File: src/rtl/store_buffer_pkg.sv
// Shared definitions for the store buffer: default geometry, pointer width
// helper and the drain-control state type.
package store_buffer_pkg;

  localparam int unsigned SB_DEPTH = 4;
  localparam int unsigned SB_WIDTH = 32;

  // Pointer width for a power-of-two depth; never narrower than one bit.
  function automatic int unsigned ptr_width(input int unsigned depth);
    return (depth > 1) ? $clog2(depth) : 1;
  endfunction

  localparam int unsigned SB_PTR_W = ptr_width(SB_DEPTH);

  typedef enum logic {
    S_RUN   = 1'b0,
    S_FLUSH = 1'b1
  } sb_state_e;

endpackage

File: src/rtl/store_buffer_match.sv
// Youngest-match search over the buffered store addresses.
// Ports:
//   entry_addr  word-aligned address of each slot
//   valid       slot holds a buffered store
//   head, tail  FIFO pointers (tail points one past the youngest entry)
//   ld_addr     word-aligned load address
//   hit         some valid slot matches ld_addr
//   index       slot of the youngest matching entry
module store_buffer_match
  import store_buffer_pkg::*;
#(
  parameter int unsigned DEPTH = SB_DEPTH,
  parameter int unsigned WIDTH = SB_WIDTH,
  localparam int unsigned PTR_W = ptr_width(DEPTH)
) (
  input  logic [DEPTH-1:0][WIDTH-1:0] entry_addr,
  input  logic [DEPTH-1:0]            valid,
  input  logic [PTR_W-1:0]            head,
  input  logic [PTR_W-1:0]            tail,
  input  logic [WIDTH-1:0]            ld_addr,
  output logic                        hit,
  output logic [PTR_W-1:0]            index
);

  logic [PTR_W-1:0] idx;
  logic             done;

  // Walk from the youngest slot (tail-1) back towards the head; the first
  // match found is the youngest one. Slots past the head are older than
  // anything buffered, so the walk stops there.
  always_comb begin
    hit   = 1'b0;
    index = '0;
    idx   = '0;
    done  = 1'b0;
    for (int unsigned i = 0; i < DEPTH; i++) begin
      idx = tail - PTR_W'(i + 1);
      if (!done && !hit && valid[idx] && (entry_addr[idx] == ld_addr)) begin
        hit   = 1'b1;
        index = idx;
      end
      if (idx == head) done = 1'b1;
    end
  end

endmodule

File: src/rtl/store_buffer.sv
// Word store buffer between the MEM stage and data memory. Stores are queued
// in a circular FIFO and written out whenever the memory port is free; loads
// forward data from the youngest matching buffered store. A flush request
// blocks new stores until the buffer has drained.
// Ports:
//   Clock_i, Reset_i            clock, synchronous active-high reset
//   st_valid_i/addr/data, st_ready_o   store request and acceptance
//   ld_valid_i, ld_addr_i       load lookup
//   ld_hit_o, ld_data_o         forwarding result
//   mem_busy_i                  memory port taken by a load this cycle
//   mem_write_o/addr/data       write port to data memory (head entry)
//   flush_i, flush_done_o       drain request and completion pulse
//   empty_o                     no buffered stores
module store_buffer
  import store_buffer_pkg::*;
#(
  parameter int unsigned DEPTH = SB_DEPTH,
  parameter int unsigned WIDTH = SB_WIDTH
) (
  input  logic             Clock_i,
  input  logic             Reset_i,
  input  logic             st_valid_i,
  input  logic [WIDTH-1:0] st_addr_i,
  input  logic [WIDTH-1:0] st_data_i,
  output logic             st_ready_o,
  input  logic             ld_valid_i,
  input  logic [WIDTH-1:0] ld_addr_i,
  output logic             ld_hit_o,
  output logic [WIDTH-1:0] ld_data_o,
  input  logic             mem_busy_i,
  output logic             mem_write_o,
  output logic [WIDTH-1:0] mem_addr_o,
  output logic [WIDTH-1:0] mem_data_o,
  input  logic             flush_i,
  output logic             flush_done_o,
  output logic             empty_o
);

  localparam int unsigned      PTR_W = ptr_width(DEPTH);
  localparam int unsigned      CNT_W = PTR_W + 1;
  localparam logic [CNT_W-1:0] FULL  = CNT_W'(DEPTH);
  localparam logic [WIDTH-1:0] ALIGN = ~WIDTH'(3);

  logic [DEPTH-1:0][WIDTH-1:0] addr_q;
  logic [DEPTH-1:0][WIDTH-1:0] data_q;
  logic [PTR_W-1:0]            head_q;
  logic [PTR_W-1:0]            tail_q;
  logic [CNT_W-1:0]            count_q;
  sb_state_e                   state_q;
  sb_state_e                   state_d;

  logic             enq;
  logic             deq;
  logic [DEPTH-1:0] valid;
  logic             match_hit;
  logic [PTR_W-1:0] match_idx;
  logic [WIDTH-1:0] ld_word;

  assign st_ready_o  = (count_q != FULL) && (state_q == S_RUN);
  assign empty_o     = (count_q == '0);
  assign mem_write_o = !empty_o && !mem_busy_i;
  assign enq         = st_valid_i && st_ready_o;
  assign deq         = mem_write_o;
  assign mem_addr_o  = empty_o ? '0 : addr_q[head_q];
  assign mem_data_o  = empty_o ? '0 : data_q[head_q];

  always_ff @(posedge Clock_i) begin
    if (Reset_i) begin
      head_q  <= '0;
      tail_q  <= '0;
      count_q <= '0;
      state_q <= S_RUN;
    end else begin
      state_q <= state_d;
      if (enq) tail_q <= tail_q + PTR_W'(1);
      if (deq) head_q <= head_q + PTR_W'(1);
      unique case ({enq, deq})
        2'b10:   count_q <= count_q + CNT_W'(1);
        2'b01:   count_q <= count_q - CNT_W'(1);
        default: count_q <= count_q;
      endcase
    end
  end

  // Entry storage needs no reset: count gates every use of it.
  always_ff @(posedge Clock_i) begin
    if (!Reset_i && enq) begin
      addr_q[tail_q] <= st_addr_i & ALIGN;
      data_q[tail_q] <= st_data_i;
    end
  end

  always_comb begin
    state_d      = state_q;
    flush_done_o = 1'b0;
    unique case (state_q)
      S_RUN:   if (flush_i) state_d = S_FLUSH;
      S_FLUSH: if (count_q == '0) begin
        state_d      = S_RUN;
        flush_done_o = 1'b1;
      end
      default: state_d = S_RUN;
    endcase
  end

  // A slot is live when its distance from head is below the current count.
  always_comb begin
    valid = '0;
    for (int unsigned i = 0; i < DEPTH; i++) begin
      valid[i] = {1'b0, PTR_W'(PTR_W'(i) - head_q)} < count_q;
    end
  end

  assign ld_word = ld_addr_i & ALIGN;

  store_buffer_match #(
    .DEPTH(DEPTH),
    .WIDTH(WIDTH)
  ) u_match (
    .entry_addr(addr_q),
    .valid     (valid),
    .head      (head_q),
    .tail      (tail_q),
    .ld_addr   (ld_word),
    .hit       (match_hit),
    .index     (match_idx)
  );

  assign ld_hit_o  = ld_valid_i && match_hit;
  assign ld_data_o = ld_hit_o ? data_q[match_idx] : '0;

endmodule

File: config.mk
export PLATFORM = sky130hd
export DESIGN_NAME = store_buffer
export DESIGN_NICKNAME = d
export VERILOG_FILES = /design/src/rtl/store_buffer_pkg.sv /design/src/rtl/store_buffer_match.sv /design/src/rtl/store_buffer.sv
export SDC_FILE = /design/constraint.sdc
export NUM_CORES = 1
export LEC_CHECK = 0
export ABC_CLOCK_PERIOD_IN_PS = 6700
export CAP_MARGIN = 20
export CELL_PAD_IN_SITES_DETAIL_PLACEMENT = 1
export CELL_PAD_IN_SITES_GLOBAL_PLACEMENT = 1
export CORE_UTILIZATION = 53
export CTS_CLUSTER_SIZE = 20
export DETAILED_ROUTE_END_ITERATION = 10
export DONT_BUFFER_PORTS = 1
export MAX_ROUTING_LAYER = met4
export PLACE_DENSITY = 0.79
export SLEW_MARGIN = 20
export SYNTH_ARGS = -nofsm -noshare
export SYNTH_HDL_FRONTEND = slang
export SYNTH_SLANG_ARGS = --single-unit
File: constraint.sdc
create_clock -name Clock_i -period 6.7 [get_ports Clock_i]
set_input_delay 1.34 -clock Clock_i [delete_from_list [all_inputs] [get_ports Clock_i]]
set_output_delay 1.34 -clock Clock_i [all_outputs]
set_load 0.02 [all_outputs]
==> metrics.txt <==
# TYPE chip_impl_metric gauge
chip_impl_info{name="status",value="complete, no violations"} 1
chip_impl_info{name="critPathKind",value="reg2out"} 1
chip_impl_info{name="worst_hold_path_type",value="reg2reg"} 1
chip_impl_info{name="worst_setup_path_end_kind",value="output port"} 1
chip_impl_metric{name="nNetsFinal",unit=""} 1577
chip_impl_metric{name="h-tree-depth",unit=""} 1
chip_impl_info{name="layout_commonest_cell",value="sky130_fd_sc_hd__edfxtp_1"} 1
chip_impl_metric{name="cts_max_path_buffers",unit=""} 3
chip_impl_metric{name="die_area",unit="um2"} 36000
chip_impl_metric{name="timing.clock.skew",unit="ns"} 0.0427
chip_impl_metric{name="grt_first_pass_wirelength",unit="um"} 89100
chip_impl_metric{name="worst_tran_pin_value",unit="ns"} 1.10
chip_impl_metric{name="seq_area_frac_synth",unit="%"} 40.7
chip_impl_metric{name="ys_ff_latch",unit=""} 256
chip_impl_metric{name="grt-ovfl-total",unit=""} 0
chip_impl_metric{name="period_share",unit="%"} 97.3
chip_impl_metric{name="drtPass1Iterations",unit=""} 6
chip_impl_info{name="postSynth.topFlopCell",value="sky130_fd_sc_hd__edfxtp_1"} 1
chip_impl_metric{name="worst_skew_pair.late_latency",unit="ns"} 0.61
chip_impl_metric{name="syn-instance-count",unit=""} 1523
chip_impl_metric{name="cellLeakagePower",unit="nW"} 6.31
chip_impl_metric{name="maxSlewViolCount",unit=""} 0
chip_impl_metric{name="fp-row-count",unit=""} 68
chip_impl_metric{name="setup_viol",unit=""} 0
chip_impl_metric{name="vias_in_the_first_global_route",unit=""} 14406
chip_impl_metric{name="cp.required",unit="ns"} 5.36
chip_impl_metric{name="area_growth",unit="%"} 6.29
chip_impl_metric{name="layout-drive-gt1-share",unit="%"} 18.2
chip_impl_metric{name="global_route.usage.total",unit="%"} 33.7
chip_impl_metric{name="hold_viol",unit=""} 0
chip_impl_metric{name="synth_enable_flop_cells",unit=""} 248
chip_impl_metric{name="io_buffers",unit=""} 0
chip_impl_metric{name="post_synth_and_or_nand_nor_area_fraction",unit="%"} 12.5
chip_impl_metric{name="number_of_antenna_violations_at_the_first_check_in_global_routing",unit=""} 1
chip_impl_metric{name="fp.coreArea",unit="um2"} 34600
chip_impl_metric{name="muxShareOfSynthArea",unit="%"} 23.4
chip_impl_metric{name="netlist_area_pre_place",unit="um2"} 18700
chip_impl_metric{name="grt_start_max_net_pins",unit=""} 78
chip_impl_metric{name="fp.dieH",unit="um"} 190
chip_impl_metric{name="synth.yosys.warnings",unit=""} 0
chip_impl_metric{name="routed-via-count",unit=""} 14000
chip_impl_metric{name="synth_fa_ha_area_share",unit="%"} 0.710
chip_impl_info{name="synth_top_family_by_area",value="multiplexers"} 1
chip_impl_metric{name="wirelength",unit="um"} 59600
chip_impl_metric{name="netlist-cell-type-count",unit=""} 87
chip_impl_metric{name="final_period_minus_worst_setup_slack",unit="ns"} 6.52
chip_impl_info{name="synthDominantAreaCellType",value="sky130_fd_sc_hd__edfxtp_1"} 1
chip_impl_metric{name="detail_route.drc_violations",unit=""} 0
chip_impl_metric{name="synth-async-reset-ratio",unit="%"} 0
chip_impl_metric{name="synth-xor-area-share",unit="%"} 5.15
chip_impl_metric{name="cts_made_buffers",unit=""} 30
chip_impl_metric{name="top_achievable_clock_speed",unit="MHz"} 153
chip_impl_metric{name="crit_arrival",unit="ns"} 5.18
chip_impl_info{name="timing.critical_path.from_type",value="flip-flop"} 1
chip_impl_metric{name="fin_hold_ws",unit="ns"} 0.559
chip_impl_metric{name="powerDensity",unit="nW/um2"} 321
chip_impl_metric{name="initial_utilization",unit="%"} 54.0
chip_impl_metric{name="routedWlPerCell",unit="um"} 30.6
chip_impl_metric{name="cap_viol_max_count",unit=""} 0
chip_impl_metric{name="clk_transition_reported_paths",unit="ns"} 0.06
chip_impl_metric{name="max_slew_headroom_at_the_worst_pin",unit="%"} 26.8
chip_impl_info{name="highest_count_cells_in_the_layout_ignoring_fill_and_taps",value="sky130_fd_sc_hd__edfxtp_1 (248), sky130_fd_sc_hd__mux2i_1 (145), sky130_fd_sc_hd__nand2_1 (121), sky130_fd_sc_hd__mux4_2 (118), sky130_fd_sc_hd__xnor2_1 (82)"} 1
chip_impl_info{name="cts_root_buffer",value="sky130_fd_sc_hd__clkbuf_16"} 1
chip_impl_metric{name="synth_compound_area_share",unit="%"} 11.8
chip_impl_metric{name="utilization",unit="%"} 57.4
chip_impl_metric{name="post-dp-hpwl",unit="um"} 38500
chip_impl_metric{name="vias_per_cell",unit=""} 7.20
chip_impl_metric{name="synth_top_area_share",unit="%"} 39.8
chip_impl_metric{name="ir_drop",unit="V"} 0.000270
chip_impl_metric{name="die-width",unit="um"} 190
chip_impl_metric{name="detailedRoute.firstIterationViolations",unit=""} 1218
chip_impl_info{name="leading_post_synthesis_cells_by_cell_area",value="sky130_fd_sc_hd__edfxtp_1 (40%), sky130_fd_sc_hd__mux4_2 (14%), sky130_fd_sc_hd__mux2i_1 (7.8%)"} 1
chip_impl_metric{name="place.gp.congestion",unit=""} 0.951
chip_impl_metric{name="critPathMaxFanout",unit=""} 60
chip_impl_metric{name="io-pin-count",unit=""} 203
chip_impl_metric{name="tns",unit="ns"} 0
chip_impl_metric{name="detail-route-antenna-nets",unit=""} 0
chip_impl_metric{name="synth.avg_cell_area",unit="um2"} 12.3
chip_impl_metric{name="numClockSinks",unit=""} 256
chip_impl_info{name="setup_repair_after_global_routing_missed_its_margin",value="no"} 1
chip_impl_info{name="tritoncts",value="done"} 1
[final cells by class]
type / count / area [um2]
multi-input cells: 1101 / 10100
flip-flops and latches: 256 / 7620
diodes: 1 / 2.50
inverters: 14 / 52.6
fillers: 3415 / 14800
repair buffers: 62 / 609
well taps: 455 / 569
clock inverters: 16 / 116
clock buffers: 40 / 818
[path summary, 6_finish.rpt]
| kind | start | to | slack (ns) | cells past startpoint |
|---|---|---|---|---|
| setup reg to reg | count_q[0] | addr_q[41] | 3.40 | 5 |
| hold / removal | count_q[1] | count_q[1] | 0.56 | 2 |
| setup / recovery | tail_q[0] | ld_data_o[29] | 0.18 | 13 |
| hold reg to reg | count_q[1] | count_q[1] | 0.56 | 2 |
[flip-flops by register name (all words and copies together), names as in the netlist]
| signal | flops |
|---|---|
| data_q | 128 |
| state_q | 1 |
| tail_q | 2 |
| head_q | 2 |
| addr_q | 120 |
| count_q | 3 |
[power by group]
part | leakage [nW] | switching, mW | internal [mW]
combinational | 3.53 | 1.70 | 1.08
clock | 0.460 | 0.681 | 0.892
sequential | 2.31 | 0.149 | 1.86
total | 6.31 | 2.53 | 3.84
[cell usage after synthesis (6+ instances only)]
| library cell | instances |
|---|---|
| sky130_fd_sc_hd__dfxtp_1 | 8 |
| sky130_fd_sc_hd__buf_1 | 19 |
| sky130_fd_sc_hd__nand3_1 | 40 |
| sky130_fd_sc_hd__nand4_1 | 17 |
| sky130_fd_sc_hd__o221a_1 | 29 |
| sky130_fd_sc_hd__nor3_1 | 40 |
| sky130_fd_sc_hd__xor2_1 | 27 |
| sky130_fd_sc_hd__and2_1 | 9 |
| sky130_fd_sc_hd__mux2_2 | 12 |
| sky130_fd_sc_hd__nor2b_1 | 65 |
| sky130_fd_sc_hd__nand2b_1 | 34 |
| sky130_fd_sc_hd__or3_1 | 63 |
| sky130_fd_sc_hd__nand2_1 | 121 |
| sky130_fd_sc_hd__dlygate4sd1_1 | 6 |
| sky130_fd_sc_hd__buf_6 | 20 |
| sky130_fd_sc_hd__mux4_2 | 118 |
| sky130_fd_sc_hd__xnor2_1 | 83 |
| sky130_fd_sc_hd__edfxtp_1 | 248 |
| sky130_fd_sc_hd__a32o_1 | 32 |
| sky130_fd_sc_hd__a41o_1 | 31 |
| sky130_fd_sc_hd__ha_1 | 9 |
| sky130_fd_sc_hd__a21oi_1 | 46 |
| sky130_fd_sc_hd__nor2_1 | 25 |
| sky130_fd_sc_hd__mux2i_1 | 145 |
| sky130_fd_sc_hd__a31o_1 | 29 |
| sky130_fd_sc_hd__buf_2 | 28 |
| sky130_fd_sc_hd__buf_4 | 18 |
| sky130_fd_sc_hd__a211oi_1 | 8 |
| sky130_fd_sc_hd__o21ai_0 | 15 |
| sky130_fd_sc_hd__inv_1 | 13 |
| sky130_fd_sc_hd__a2bb2oi_1 | 6 |
| sky130_fd_sc_hd__o22ai_1 | 6 |
| sky130_fd_sc_hd__clkbuf_1 | 46 |
| sky130_fd_sc_hd__nor4_1 | 7 |
[critical path: stages (launching register included)]
cell and delay [ns]:
sky130_fd_sc_hd__dfxtp_4 0.51, sky130_fd_sc_hd__buf_16 0.37, sky130_fd_sc_hd__mux4_1 0.63, sky130_fd_sc_hd__xnor2_1 0.27
sky130_fd_sc_hd__nand4_1 0.24, sky130_fd_sc_hd__a2111oi_2 0.53, sky130_fd_sc_hd__nor2b_1 0.22, sky130_fd_sc_hd__and2_1 0.34
sky130_fd_sc_hd__buf_4 0.38, sky130_fd_sc_hd__nor3_1 0.13, sky130_fd_sc_hd__a41o_1 0.22, sky130_fd_sc_hd__or3_1 0.32
sky130_fd_sc_hd__a32o_1 0.25, sky130_fd_sc_hd__buf_4 0.17
[routing by layer]
layer  up-vias  share of wire [%]  global-route usage, %
li1       5923                  -                      -
met5         -                  0                      -
met3       110                8.4                   6.31
met2       659                 47                   51.5
met1      7308                 42                   45.8
met4         0                2.6                   10.1
[stage by stage]
| step | worst slack [ns] | cell area, um2 | power [mW] | std cells |
|---|---|---|---|---|
| final | 0.180 | 19900 | 6.37 | 1945 |
| after global routing | 0.0636 | 19900 | 6.61 | 1945 |
| after CTS | 0.142 | 19800 | 6.35 | 1939 |
| after detailed placement | 0.526 | 18800 | 4.77 | 1881 |
| after global placement | 0.606 | 18800 | 4.69 | 1881 |
| after floorplan | 0.606 | 18700 | 4.19 | 1524 |
[repair_timing]
| action | 4_1_cts | 5_1_grt |
|---|---|---|
| endpoints found under the setup margin | 21 | 23 |
| hold endpoints to repair | 0 | 0 |
| gates cloned | 0 | 1 |
| pin swaps | 1 | 0 |
| hold buffers | 0 | 0 |
| setup buffers | 2 | 1 |
| resized for setup | 3 | 3 |
[cell families (layout without fill, tap and decap cells)]
group / Yosys count / after routing
adders and majority gates: 10 / 10
DFF: 256 / 256
muxes: 280 / 280
buffers and inverters: 168 / 132
AOI/OAI and AO/OA: 262 / 262
other: 1 / 3
xor gates and xnor gates: 110 / 110
and+or+nand+nor: 436 / 437
(Power assumes the default switching activity.)
